--- src/rtl/alu_pkg.sv ---
// rtl/alu_pkg.sv - shared widths, stage-1 register bundle and nibble g/p cell
package alu_pkg;

    localparam int WIDTH = 16;
    localparam int NIB   = 4;
    localparam int NGRP  = 4;

    typedef struct packed {
        logic [WIDTH-1:0] a;
        logic [WIDTH-1:0] b_eff;
        logic [WIDTH-1:0] g;
        logic [WIDTH-1:0] p;
        logic [NGRP-1:0]  grp_g;
        logic [NGRP-1:0]  grp_p;
        logic             c0;
    } s1_t;

    // Nibble generate/propagate: returns {G, P}
    function automatic logic [1:0] gp4(input logic [NIB-1:0] g, input logic [NIB-1:0] p);
        logic grp_g;
        logic grp_p;
        grp_g = g[3] | (p[3] & g[2]) | (p[3] & p[2] & g[1]) | (p[3] & p[2] & p[1] & g[0]);
        grp_p = &p;
        return {grp_g, grp_p};
    endfunction

endpackage

--- src/rtl/cla_carry4.sv ---
// rtl/cla_carry4.sv - four-term full carry lookahead, c[0] is carry into position 1
module cla_carry4 (
    input  logic [3:0] g,
    input  logic [3:0] p,
    input  logic       c0,
    output logic [3:0] c
);

    assign c[0] = g[0] | (p[0] & c0);
    assign c[1] = g[1] | (p[1] & g[0]) | (p[1] & p[0] & c0);
    assign c[2] = g[2] | (p[2] & g[1]) | (p[2] & p[1] & g[0]) | (p[2] & p[1] & p[0] & c0);
    assign c[3] = g[3] | (p[3] & g[2]) | (p[3] & p[2] & g[1]) | (p[3] & p[2] & p[1] & g[0])
                | (p[3] & p[2] & p[1] & p[0] & c0);

endmodule

--- src/rtl/cla16_pipe_addsub.sv ---
// rtl/cla16_pipe_addsub.sv - two-stage pipelined 16-bit CLA adder/subtractor with valid/ready
module cla16_pipe_addsub
    import alu_pkg::*;
(
    input  logic             clk,
    input  logic             rst,
    input  logic             in_valid,
    output logic             in_ready,
    input  logic [WIDTH-1:0] a,
    input  logic [WIDTH-1:0] b,
    input  logic             sub,
    input  logic             cin,
    output logic             out_valid,
    input  logic             out_ready,
    output logic [WIDTH-1:0] sum,
    output logic             cout,
    output logic             ofl,
    output logic             zero
);

    logic s1_valid;
    logic s2_load;
    logic s1_adv;
    logic accept;
    s1_t  s1_d;
    s1_t  s1_q;

    assign s2_load  = !out_valid || out_ready;
    assign s1_adv   = s1_valid && s2_load;
    assign in_ready = !s1_valid || s2_load;
    assign accept   = in_valid && in_ready;

    always_comb begin
        s1_d.a     = a;
        s1_d.b_eff = sub ? ~b : b;
        s1_d.c0    = sub | cin;
        s1_d.g     = a & s1_d.b_eff;
        s1_d.p     = a | s1_d.b_eff;
        s1_d.grp_g = '0;
        s1_d.grp_p = '0;
        for (int k = 0; k < NGRP; k++) begin
            {s1_d.grp_g[k], s1_d.grp_p[k]} = gp4(s1_d.g[k*NIB +: NIB], s1_d.p[k*NIB +: NIB]);
        end
    end

    always_ff @(posedge clk) begin
        if (rst) begin
            s1_valid <= 1'b0;
            s1_q     <= '0;
        end else if (accept) begin
            s1_valid <= 1'b1;
            s1_q     <= s1_d;
        end else if (s1_adv) begin
            s1_valid <= 1'b0;
        end
    end

    logic [NGRP-1:0] grp_c;
    logic [NGRP-1:0] nib_cin;
    logic [WIDTH:0]  c;

    cla_carry4 u_grp (
        .g  (s1_q.grp_g),
        .p  (s1_q.grp_p),
        .c0 (s1_q.c0),
        .c  (grp_c)
    );

    assign nib_cin = {grp_c[2:0], s1_q.c0};
    assign c[0]    = s1_q.c0;

    // Each nibble also regenerates its own carry-out; c[16] equals grp_c[3]
    for (genvar k = 0; k < NGRP; k++) begin : g_nib
        cla_carry4 u_nib (
            .g  (s1_q.g[k*NIB +: NIB]),
            .p  (s1_q.p[k*NIB +: NIB]),
            .c0 (nib_cin[k]),
            .c  (c[k*NIB+1 +: NIB])
        );
    end

    logic [WIDTH-1:0] sum_d;
    assign sum_d = s1_q.a ^ s1_q.b_eff ^ c[WIDTH-1:0];

    always_ff @(posedge clk) begin
        if (rst) begin
            out_valid <= 1'b0;
            sum       <= '0;
            cout      <= 1'b0;
            ofl       <= 1'b0;
            zero      <= 1'b0;
        end else if (s2_load) begin
            out_valid <= s1_valid;
            if (s1_valid) begin
                sum  <= sum_d;
                cout <= grp_c[3];
                ofl  <= c[WIDTH] ^ c[WIDTH-1];
                zero <= ~|sum_d;
            end
        end
    end

endmodule
--- config.mk ---
export PLATFORM = sky130hd
export DESIGN_NAME = cla16_pipe_addsub
export DESIGN_NICKNAME = d
export VERILOG_FILES = /design/src/rtl/alu_pkg.sv /design/src/rtl/cla_carry4.sv /design/src/rtl/cla16_pipe_addsub.sv
export SDC_FILE = /design/constraint.sdc
export NUM_CORES = 1
export LEC_CHECK = 0
export BUFFER_PORTS_ARGS = -buffer_cell sky130_fd_sc_hd__clkbuf_2
export CORE_ASPECT_RATIO = 0.8
export CORE_UTILIZATION = 60
export DETAILED_ROUTE_END_ITERATION = 8
export HOLD_SLACK_MARGIN = 0.1
export PLACE_DENSITY = 0.83
export SETUP_SLACK_MARGIN = 0.02
export SKIP_LAST_GASP = 1
export SLEW_MARGIN = 30
export SYNTH_ARGS = -nofsm -noshare
export SYNTH_HDL_FRONTEND = slang
export SYNTH_SLANG_ARGS = --single-unit
--- constraint.sdc ---
create_clock -name clk -period 5.6 [get_ports clk]
set_clock_uncertainty 0.2 [all_clocks]
set_input_delay 0.56 -clock clk [delete_from_list [all_inputs] [get_ports clk]]
set_output_delay 0.56 -clock clk [all_outputs]
set_load 0.005 [all_outputs]
==> results of run 1 <==
path summary, 6_finish.rpt:
path	cells past startpoint	slack (ps)	startpoint	endpoint
setup / recovery	8	2910	out_valid	s1_q[4]
hold / removal	3	250	in_valid	s1_valid
setup reg to reg	8	2910	out_valid	s1_q[4]
hold reg to reg	2	250	s1_q[33]	s1_q[33]
per-layer routing:
layer | GRT usage (%) | vias to the layer above | share of wire, %
met2 | 38.79 | 108 | 46
met4 | 5.373 | 0 | 0.77
met1 | 35.58 | 1685 | 47
met5 | 0 | - | 0
met3 | 6.052 | 9 | 5.8
li1 | - | 1880 | -
flip-flops by register name, summed over array words and instances, names as in the netlist:
signal	count
c	1
cout	1
s1_q	72
zero	1
sum	16
s1_valid	1
ofl	1
out_valid	1
power breakdown:
part / internal [mW] / switching, mW
Sequential: 0.715 / 0.0309
Combinational: 0.0995 / 0.146
Clock: 0.331 / 0.219
layout make-up:
cell class | count | share of cell area [%]
Multi-Input combinational cell | 393 | 45.47
Clock buffer | 12 | 3.474
Clock inverter | 3 | 1.895
Inverter | 8 | 0.6316
Timing Repair Buffer | 62 | 6.737
Tap cell | 84 | 2.211
Sequential cell | 94 | 39.58
per-stage QoR:
step,hold slack [ps],utilization (%),instances
6_report,252.2,72.35,656
5_1_grt,249.6,72.35,656
4_1_cts,238.4,72.35,656
3_5_place_dp,245.1,68.47,641
3_3_place_gp,241.4,68.47,641
2_1_floorplan,228.5,-,528
placed cells by master, fill, tap and decap left out, drive strengths merged, types with 2 or more instances in the layout:
cell    instances
buf             4
bufinv          3
xnor2          21
maj3            7
nor2          101
clkbuf         70
nand2b          3
nand4           2
nand3          16
o21bai          6
a21oi          59
xor2           26
nor4            4
a221o           2
dfxtp          94
nand2          61
inv             8
a31o            2
o211a           2
nor2b           2
and2            2
a22oi           2
a21o            2
a311oi          2
nor3           29
a22o            2
a211oi         26
o21ai           6
worst reg2reg max path, cell delays in order, from the launching register on:
cell and delay [ps]:
dfxtp_1 310, nor2b_1 170, nand2_1 120, and2_2 760, buf_4 440, o21ai_0 170
nor4_1 290, a21oi_1 70, nor2_1 100
cells by family (layout without fill, tap and decap cells):
group                      Yosys count  count (layout)  share of synthesized area, %
AOI/OAI and AO/OA                  114             114                         16.89
xor gates and xnor gates            47              47                         9.964
adders and majority gates            7               7                         1.725
buffers and inverters               41              85                         3.956
DFF                                 94              94                         44.74
muxes                                1               1                        0.2380
and+or+nand+nor                    224             224                         22.49
==> impl_metrics.env, run 1 <==
export IMPL_post_cts_setup_buffers=0
export IMPL_antenna_found_initial=0
export IMPL_cts_made_buffers=9
export IMPL_dp_hpwl_um=6015
export IMPL_nets=606
export IMPL_die_y_um=76.89
export IMPL_yosysMostFrequentCell="nor2_1"
export IMPL_syn_nets=566
export IMPL_startpoint_type="flip-flop"
export IMPL_setup_violations=0
export IMPL_die_area_um2=7352
export IMPL_max_clock_freq_mhz=372.2
export IMPL_syn_area_um2=4207
export IMPL_async_reset_ff_share_pct=0
export IMPL_routed_via_density=5.613
export IMPL_synth_edf_count=0
export IMPL_maxCapViolCount=0
export IMPL_cts_max_path_buffers=2
export IMPL_leakage_nw=1.942
export IMPL_io_buffers=58
export IMPL_synth_yosys_seq_area_share_pct=44.74
export IMPL_routedWlPerCell_um=13.54
export IMPL_syn_area_per_cell_um2=7.967
export IMPL_fin_crit_sh_pct=47.98
export IMPL_power_density_nw_per_um2=324.1
export IMPL_grt_pass1_vias=3114
export IMPL_gr_total_overflow=0
export IMPL_htreeDepth=3
export IMPL_fin_ws_ps=2913
export IMPL_crit_arrival_ps=2780
export IMPL_cp_cell_sequence="nor2b_1 > nand2_1 > and2_2 > buf_4 > o21ai_0 > nor4_1 > a21oi_1 > nor2_1"
export IMPL_drtAntennaViolNets=0
export IMPL_yosys_area_top_type="dfxtp_1"
export IMPL_drc=0
export IMPL_ctsHoldBuffers=0
export IMPL_clockRootBuffer="clkbuf_8"
export IMPL_ys_top_cells_by_count="101 x nor2_1, 94 x dfxtp_1, 61 x nand2_1"
export IMPL_clock_latency_ps=360
export IMPL_path_delay_family="simple AND/OR/NAND/NOR gates"
export IMPL_yosys_area_top_type_share_pct=44.74
export IMPL_max_stage_delay_ps=760
export IMPL_rsz0062_at_grt="false"
export IMPL_tightest_slew_ps=961.3
export IMPL_irDropWorstVdd_uv=174.2
export IMPL_chipWidth_um=95.62
export IMPL_finalWirelength_um=8879
export IMPL_cp_data_required_time_ps=5690
export IMPL_path_class="reg -> reg"
export IMPL_fillers=536
export IMPL_synth_seq_cells=94
export IMPL_num_vias=3682
export IMPL_place_ws_ps=2624
export IMPL_cts_tree="done"
export IMPL_start_util_pct=64.01
export IMPL_pin_count=59
export IMPL_worstPathBufferInverterCount=1
export IMPL_max_slew_margin_pct=35.91
export IMPL_hp_class="in -> reg"
export IMPL_synthCells=528
export IMPL_num_rows=26
export IMPL_area_growth_pct=13.03
export IMPL_grt_pass1_wl_um=14440
export IMPL_post_cts_resized=0
export IMPL_status="completed"
export IMPL_fin_tns_setup_ps=0
export IMPL_grt_max_degree=96
export IMPL_path_clk_slew_ps=90
export IMPL_crit_path_end_kind="flip-flop"
export IMPL_gp_congestion=0.7901
export IMPL_drtIter0Drc=223
export IMPL_hold_viol=0
export IMPL_multi_input_area_um2=2162
export IMPL_cts_sinks=94
export IMPL_finalInstanceArea_um2=4755
export IMPL_layout_area_seq_um2=1882
export IMPL_final_max_slew_viol_count=0
export IMPL_synth_top_flop_cell="dfxtp_1"
export IMPL_crit_slowest_cell="and2_2"
export IMPL_yosys_cell_types_count=40
export IMPL_ys_top_cells_by_area="dfxtp_1 45%, nor2_1 9.0%, a21oi_1 7.0%"
export IMPL_ys_warn_count=0
export IMPL_worst_path_max_fanout=53
export IMPL_final_layout_size_suffix_gt1_share_pct=14.69
export IMPL_drt_first_pass_iters=5
export IMPL_core_um2=6571
export IMPL_diodes=0
export IMPL_power_mw=1.541
export IMPL_grtUsageTotal_pct=25.15
export IMPL_min_period_ps=2687
export IMPL_dpl_cell_area_um2=4499
(Power assumes the default switching activity.)
==> inputs of run 2 (changes only) <==
Settings changed: CORE_UTILIZATION 60 to 57, PLACE_DENSITY 0.83 to 0.79.
Clock period 5.6 ns to 2.7 ns, I/O delays scaled along.
==> impl_metrics.env, run 2 (synthesized netlist as in run 1, its figures left out) <==
export IMPL_gp_congestion=0.8305
export IMPL_hp_class="in -> reg"
export IMPL_crit_arrival_ps=2540
export IMPL_die_y_um=78.84
export IMPL_routed_via_density=5.559
export IMPL_fin_util_pct=73.09
export IMPL_top_regs="s1_q x72, sum x16"
export IMPL_final_max_slew_viol_count=0
export IMPL_status="complete, but fails checks"
export IMPL_grtUsageTotal_pct=27.24
export IMPL_path_clk_slew_ps=90
export IMPL_power_switching_uw=864.7
export IMPL_htreeDepth=3
export IMPL_pin_count=59
export IMPL_io_buffers=58
export IMPL_largest_register_ffs=72
export IMPL_regMostFlops="s1_q"
export IMPL_reg2reg_slack_ps=240
export IMPL_multi_input_area_um2=2163
export IMPL_dpl_cell_area_um2=4586
export IMPL_final_layout_size_suffix_gt1_share_pct=14.78
export IMPL_diodes=0
export IMPL_nets=642
export IMPL_cts_max_path_buffers=2
export IMPL_drtAntennaViolNets=0
export IMPL_grtUsageMet1_pct=36.30
export IMPL_layout_area_seq_um2=1882
export IMPL_comb_power_share_pct=18.2
export IMPL_grt_max_degree=95
export IMPL_min_period_ps=2465
export IMPL_place_ws_ps=432.2
export IMPL_dp_hpwl_um=7026
export IMPL_num_rows=27
export IMPL_tightest_slew_ps=517.1
export IMPL_drc=7
export IMPL_grt_pass1_vias=3515
export IMPL_irDropWorstVdd_uv=329.9
export IMPL_num_vias=3869
export IMPL_internal_power_mw=2.276
export IMPL_crit_path_end_kind="flip-flop"
export IMPL_area_growth_pct=21.51
export IMPL_core_um2=6993
export IMPL_power_density_nw_per_um2=614.4
export IMPL_seqPwrFrac_pct=49.3
export IMPL_cts_made_buffers=9
export IMPL_fillers=550
export IMPL_global_route_usage_met3_pct=5.370
export IMPL_drt_first_pass_iters=9
export IMPL_grt_pass1_wl_um=16530
export IMPL_die_area_um2=7729
export IMPL_cts_sinks=94
export IMPL_finalWirelength_um=10210
export IMPL_clock_latency_ps=350
export IMPL_grtUsageMet2_pct=44.44
export IMPL_hold_viol=0
export IMPL_antenna_found_initial=0
export IMPL_maxCapViolCount=0
export IMPL_leakage_nw=2.083
export IMPL_clkPwrFrac_pct=32.5
export IMPL_clockRootBuffer="clkbuf_8"
export IMPL_p_sw_share_pct=27.54
export IMPL_mostFrequentLayoutCells="101 x nor2_1, 94 x dfxtp_1, 60 x nand2_1"
export IMPL_startpoint_type="flip-flop"
export IMPL_power_mw=3.140
export IMPL_grt_most_used_layer="met2"
export IMPL_chipWidth_um=98.05
export IMPL_max_slew_margin_pct=65.41
export IMPL_final_common_cell="nor2_1"
export IMPL_cp_data_required_time_ps=2780
export IMPL_fin_tns_setup_ps=0
export IMPL_violations="DRC"
export IMPL_worst_path_max_fanout=28
export IMPL_rsz0062_at_grt="false"
export IMPL_start_util_pct=60.15
export IMPL_drtIter0Drc=297
export IMPL_setup_violations=0
export IMPL_fin_ws_ps=235.5
export IMPL_gr_total_overflow=0
export IMPL_path_class="reg -> reg"
export IMPL_cts_tree="done"
export IMPL_routedWlPerCell_um=14.67
export IMPL_max_clock_freq_mhz=405.8
export IMPL_fin_crit_sh_pct=91.28
export IMPL_finalInstanceArea_um2=5111
run 2: final cells by class:
class | count | share of cell area, %
clock buffers | 11 | 2.766
clock inverters | 5 | 1.616
inverters | 8 | 0.5875
multi-input cells | 393 | 42.33
flip-flops and latches | 94 | 36.82
well taps | 87 | 2.130
repair buffers | 98 | 13.76
run 2: per-layer routing:
| layer | wire length, um | vias up |
|---|---|---|
| li1 | - | 1944 |
| met4 | 145 | 0 |
| met1 | 4653 | 1761 |
| met5 | 0 | - |
| met2 | 4694 | 152 |
| met3 | 716 | 12 |
run 2: worst max-delay path, stage by stage, from the launching register on:
cell	delay, ps
dfxtp_1	310
nor2b_1	170
nand2_1	130
and2_4	360
buf_4	370
nand3_1	120
dlygate4sd3_1	580
a21oi_1	130
run 2: final timing paths:
kind	cells after the start	start	to
hold reg to reg	2	s1_q[31]	s1_q[31]
hold / removal	4	b[4]	s1_q[45]
setup reg to reg	7	out_valid	s1_q[33]
setup / recovery	7	out_valid	s1_q[33]
run 2: power by group through the flow:
stage	Clock, mW	Sequential (mW)	Combinational, mW
floorplan	0	1.57	0.362
global placement	0	1.57	0.512
detailed placement	0	1.58	0.527
CTS	1.04	1.55	0.563
global route	1.08	1.56	0.628
finish	1.02	1.55	0.572
run 2: timing repair:
item / 4_1_cts / 5_1_grt
setup endpoints to repair: 0 / 1
resized for setup: 0 / 1
setup buffers: 0 / 0
hold endpoints to repair: 42 / 0
hold buffers: 30 / 0
run 2: through the flow:
stage	cells	hold slack, ps
floorplan	528	187.4
finish	696	113.3
detailed placement	650	246.4
CTS	696	103.9
global placement	650	240.8
global route	696	123.2
